===== src/rtl/reg_bank_pkg.sv =====
// Shared constants for the parametrised register bank, its decoder and hazard unit.
package reg_bank_pkg;

   localparam int DATA_W_DEF = 8;
   localparam int ADDR_W_DEF = 3;

   function automatic int depth_of(input int addr_w);
      return 1 << addr_w;
   endfunction

endpackage


===== src/rtl/reg_bank_scoreboard.sv =====
// Per-register busy bits: marks claim a destination, writes retire it.
module reg_bank_scoreboard
   import reg_bank_pkg::*;
#(
   parameter int ADDR_W   = ADDR_W_DEF,
   parameter int ZERO_REG = 1,
   parameter int BYPASS   = 1
) (
   input  logic              clk,
   input  logic              rst,
   input  logic              reg_write,
   input  logic [ADDR_W-1:0] write_reg,
   input  logic              mark_busy,
   input  logic [ADDR_W-1:0] mark_reg,
   input  logic [ADDR_W-1:0] read_reg1,
   input  logic [ADDR_W-1:0] read_reg2,
   output logic              busy1,
   output logic              busy2
);

   localparam int DEPTH = depth_of(ADDR_W);

   logic [DEPTH-1:0] busy_q, busy_d;
   logic             mark_ok;

   assign mark_ok = mark_busy && !((ZERO_REG != 0) && (mark_reg == '0));

   // Clear first, then set: a new producer claiming the register wins.
   always_comb begin
      busy_d = busy_q;
      if (reg_write) busy_d[write_reg] = 1'b0;
      if (mark_ok)   busy_d[mark_reg]  = 1'b1;
   end

   always_ff @(posedge clk) begin
      if (rst) busy_q <= '0;
      else     busy_q <= busy_d;
   end

   function automatic logic lookup(input logic [DEPTH-1:0] bv,
                                   input logic [ADDR_W-1:0] idx,
                                   input logic              we,
                                   input logic [ADDR_W-1:0] wa,
                                   input logic              mb,
                                   input logic [ADDR_W-1:0] ma);
      if ((ZERO_REG != 0) && (idx == '0))                 return 1'b0;
      if ((BYPASS != 0) && we && (wa == idx) && !(mb && (ma == idx))) return 1'b0;
      return bv[idx];
   endfunction

   always_comb begin
      busy1 = lookup(busy_q, read_reg1, reg_write, write_reg, mark_busy, mark_reg);
      busy2 = lookup(busy_q, read_reg2, reg_write, write_reg, mark_busy, mark_reg);
   end

endmodule


===== src/rtl/reg_bank_param.sv =====
// Parametrised register bank: 2 async read ports, 1 sync write port,
// optional zero register and write-to-read bypass, plus busy scoreboard.
module reg_bank_param
   import reg_bank_pkg::*;
#(
   parameter int DATA_W   = DATA_W_DEF,
   parameter int ADDR_W   = ADDR_W_DEF,
   parameter int ZERO_REG = 1,
   parameter int BYPASS   = 1
) (
   input  logic              clk,
   input  logic              rst,
   input  logic              reg_write,
   input  logic [ADDR_W-1:0] write_reg,
   input  logic [DATA_W-1:0] write_data,
   input  logic [ADDR_W-1:0] read_reg1,
   input  logic [ADDR_W-1:0] read_reg2,
   output logic [DATA_W-1:0] read_data1,
   output logic [DATA_W-1:0] read_data2,
   input  logic              mark_busy,
   input  logic [ADDR_W-1:0] mark_reg,
   output logic              busy1,
   output logic              busy2
);

   localparam int DEPTH = depth_of(ADDR_W);

   logic [DEPTH-1:0][DATA_W-1:0] regs_q, regs_d;
   logic                         wr_ok;

   // Writes to a hardwired zero register are dropped entirely, including bypass.
   assign wr_ok = reg_write && !((ZERO_REG != 0) && (write_reg == '0));

   always_comb begin
      regs_d = regs_q;
      if (wr_ok) regs_d[write_reg] = write_data;
   end

   always_ff @(posedge clk) begin
      if (rst) regs_q <= '0;
      else     regs_q <= regs_d;
   end

   function automatic logic [DATA_W-1:0] rd(input logic [DEPTH-1:0][DATA_W-1:0] rv,
                                            input logic [ADDR_W-1:0]             idx,
                                            input logic                          we,
                                            input logic [ADDR_W-1:0]             wa,
                                            input logic [DATA_W-1:0]             wd);
      if ((ZERO_REG != 0) && (idx == '0))    return '0;
      if ((BYPASS != 0) && we && (wa == idx)) return wd;
      return rv[idx];
   endfunction

   always_comb begin
      read_data1 = rd(regs_q, read_reg1, wr_ok, write_reg, write_data);
      read_data2 = rd(regs_q, read_reg2, wr_ok, write_reg, write_data);
   end

   reg_bank_scoreboard #(
      .ADDR_W   (ADDR_W),
      .ZERO_REG (ZERO_REG),
      .BYPASS   (BYPASS)
   ) u_sb (
      .clk       (clk),
      .rst       (rst),
      .reg_write (reg_write),
      .write_reg (write_reg),
      .mark_busy (mark_busy),
      .mark_reg  (mark_reg),
      .read_reg1 (read_reg1),
      .read_reg2 (read_reg2),
      .busy1     (busy1),
      .busy2     (busy2)
   );

endmodule


===== config.mk =====
export PLATFORM = sky130hd
export DESIGN_NAME = reg_bank_param
export DESIGN_NICKNAME = d
export VERILOG_FILES = /design/src/rtl/reg_bank_pkg.sv /design/src/rtl/reg_bank_scoreboard.sv /design/src/rtl/reg_bank_param.sv
export SDC_FILE = /design/constraint.sdc
export NUM_CORES = 1
export LEC_CHECK = 0
export ABC_CLOCK_PERIOD_IN_PS = 4700
export CAP_MARGIN = 20
export CORE_ASPECT_RATIO = 1.4
export CORE_MARGIN = 5
export CORE_UTILIZATION = 62
export CTS_CLUSTER_SIZE = 12
export DETAILED_ROUTE_END_ITERATION = 16
export GPL_TIMING_DRIVEN = 0
export PLACE_DENSITY = 0.86
export SYNTH_ARGS = -nofsm -noshare
export SYNTH_HDL_FRONTEND = slang
export SYNTH_SLANG_ARGS = --single-unit

===== constraint.sdc =====
create_clock -name clk -period 4.7 [get_ports clk]
set_input_delay 0.94 -clock clk [delete_from_list [all_inputs] [get_ports clk]]
set_output_delay 0.94 -clock clk [all_outputs]
set_load 0.05 [all_outputs]

==> qor.csv <==
stage;metric;value;unit
yosys;Cells after Synth;476;
sta;Highest Clock Rate;224;MHz
worst_setup_path;Setup CP Type;primary input to output pin;
route;vias after detailed routing;4107;
yosys;count of warnings emitted by yosys;0;
sta;setup repair after global routing missed its margin;no;
die;die outline area;8660;um2
layout;layout cells sized above 1;0.126;
clock_tree;cts-stage hold buffer count;0;
placement;final weighted congestion of routability-driven global placement;1.01;
pwr;power per unit of standard cell area;273;nW/um2
worst_setup_path;CP required;3760;ps
clock_tree;number of H-tree levels;3;
layout;number of nets in the layout;536;
worst_setup_path;Top delay family on crit path;buffers and inverters;
layout;register area;1440;um2
route;Iteration-0 DRC Markers;469;
yosys;syn avg cell area;8.96;um2
worst_setup_path;Worst path max stage delay;760;ps
worst_setup_path;critical path peak fanout;10;
global_routing;pin count of the biggest net entering global routing;12;
yosys;cell type with the largest total area after synthesis;dfxtp_1;
yosys;mapped cell area;4270;um2
worst_setup_path;Crit. End Element;output pin;
yosys;synthesized flop and latch total;72;
sta;max-slew violation count;0;
sta;maximum clock skew at final layout;0;ps
global_routing;global route total overflow;0;
sta;setup violation total in the final timing report;0;
die;Cell Rows;35;
route;post-detailed-route via-to-cell ratio;6.74;
route;Pre-antenna DRT Iters;5;
die;die outline width;80.1;um
die;vertical extent of the die;108;um
clock_tree;TritonCTS clock tree;built;
yosys;leading cell types by total area after synthesis;dfxtp_1 (34%), nand2_1 (11%), mux4_1 (9.9%);
clock_tree;number of CTS-inserted buffers;9;
worst_setup_path;slowest CP cell;clkdlybuf4s50_1;
sta;total count of hold-check failures in the final report;0;
pwr;overall power after layout;1.31;mW
clock_tree;Clk Tree Root Cell;clkbuf_8;
worst_hold_path;class of the worst hold path;flip-flop to flip-flop;
die;starting density of the core;0.641;
clock_tree;clock edge transition at the registers on the reported setup and hold paths;70;ps
yosys;Synth cell types;29;
placement;buffers added on ports;25;
clock_tree;maximum buffer depth of the clock tree;2;
clock_tree;number of gates resized after cts;0;
die;floorplan core area;6660;um2
die;number of top-level pins;42;
clock_tree;clock tree sinks;72;
pwr;peak supply drop;0.343;mV
sta;minimum period implied by the final worst setup slack;4460;ps
sta;setup total negative slack;0;ps
sta;transition at the pin with the smallest max-transition slack;1070;ps
worst_setup_path;Bufs and invs on worst path;3;
pwr;leakage power total;1.65;nW
worst_setup_path;critical path cell sequence;clkdlybuf4s50_1 > buf_6 > mux4_1 > a221oi_1 > nor3_1 > clkdlybuf4s50_1;
worst_setup_path;Crit path top cell by count;clkdlybuf4s50_1;
route;antenna violation net count after detailed routing;0;
global_routing;number of antenna violations at the first check in global routing;0;
clock_tree;Setup Fix Bufs, Post-CTS;0;
job;max-capacitance violation count;0;
yosys;number of nets produced by synthesis;500;
worst_setup_path;data arrival time of the worst path;3520;ps
layout;area growth from synthesis to final layout;12.4;%
yosys;Synth top area share;0.338;
yosys;share of synthesized area occupied by flip-flops and latches;0.338;
sta;share of the clock period used by the worst path after layout;0.950;
layout;Fillers;541;
global_routing;global-route wire length before repair;20400;um
route;DRC viols;0;
layout;area of the multi-input gates;2570;um2
global_routing;via count of the first global-routing pass;3854;
layout;ANT cells;0;
sta;worst relative slew slack;0.279;
placement;detailed placement HPWL;9260;um
global_routing;gr usage total;0.314;
worst_setup_path;Worst Setup Start Kind;primary input;
route;wire per inst;21.5;um
route;total routed wirelength;13100;um
outcome;status;finished, final reports clean;
clock_tree;clock latency at the later pin of the worst-skew pair;330;ps
## worst register-to-register path, stage by stage, from the launching register on
cell and delay [ps]:
dfxtp_1 410, nand2b_1 90, a21oi_1 130
## final timing paths
| check | slack (ps) | endpoint | from | cells past startpoint |
|---|---|---|---|---|
| max reg2reg | 4000 | u_sb.busy_q[0]$_SDFF_PP0_ | u_sb.busy_q[0]$_SDFF_PP0_ | 2 |
| min | 460 | regs_q[16]$_SDFFE_PP0P_ | regs_q[16]$_SDFFE_PP0P_ | 2 |
| min reg2reg | 460 | regs_q[16]$_SDFFE_PP0P_ | regs_q[16]$_SDFFE_PP0P_ | 2 |
| max | 240 | read_data2[0] | read_reg2[2] | 6 |
## cells by family after synthesis
group                     Yosys count  synth area share
AOI/OAI and AO/OA                  90             0.141
xor gates and xnor gates            9            0.0185
buffers and inverters              40            0.0604
DFF                                72             0.338
muxes                              38             0.203
and+or+nand+nor                   227             0.239
## synth_stat cells
cell and count:
a21oi_1 62, a221oi_1 10, a221oi_2 6, a22oi_1 2, a311oi_1 2, a32oi_1 4, and3_1 2, buf_1 5
buf_12 2, buf_2 9, buf_4 5, buf_6 6, clkbuf_1 13, dfxtp_1 72, mux2i_1 4, mux4_1 16
mux4_2 18, nand2_1 121, nand2b_1 4, nand3_1 6, nand4_1 4, nor2_1 18, nor2_2 1, nor2b_1 32
nor3_1 37, o21a_1 2, o21ai_4 2, or2_2 2, xnor2_1 9
## sequential cells by signal, indices dropped and copies added, names as in the netlist
signal       cells
regs_q          64
u_sb.busy_q      8
## stage by stage
step,setup WS [ps],util,hold WS [ps],instance area [um2],std cells
after floorplan,906,-,431,4270,476
after global placement,288,0.696,445,4630,593
after detailed placement,256,0.696,459,4630,593
after CTS,250,0.720,468,4800,609
after global routing,148,0.720,487,4800,609
final,236,0.720,464,4800,609
## cells in the final DEF (no fill, tap or decap), types with 15 or more instances in the layout
cell type        synthesis  routed
a21oi_1                 62      62
clkbuf_1                13      15
clkdlybuf4s50_1          0      25
dfxtp_1                 72      72
mux4_1                  16      16
mux4_2                  18      18
nand2_1                121     121
nor2_1                  18      18
nor2b_1                 32      32
nor3_1                  37      37
## power by group
part	switching, mW	internal [mW]
clock	0.226	0.203
combinational	0.160	0.0903
sequential	0.00896	0.622
total	0.395	0.915
## area by class of cell
cell class                 instances  area share
buffer                            40      0.0537
clock buffer                      12      0.0303
clock inverter                     4     0.00417
multi-input combinational        364       0.535
sequential                        72       0.301
tap                               92      0.0240
timing repair buffer              25      0.0522
## routing by layer
layer / vias up / part of all wire / global-route usage
met2: 314 / 0.48 / 0.521
met1: 1922 / 0.34 / 0.371
li1: 1791 / - / -
met5: - / 0 / 0
met3: 80 / 0.11 / 0.0558
met4: 0 / 0.070 / 0.200
Power figures use the tool's default switching activity.
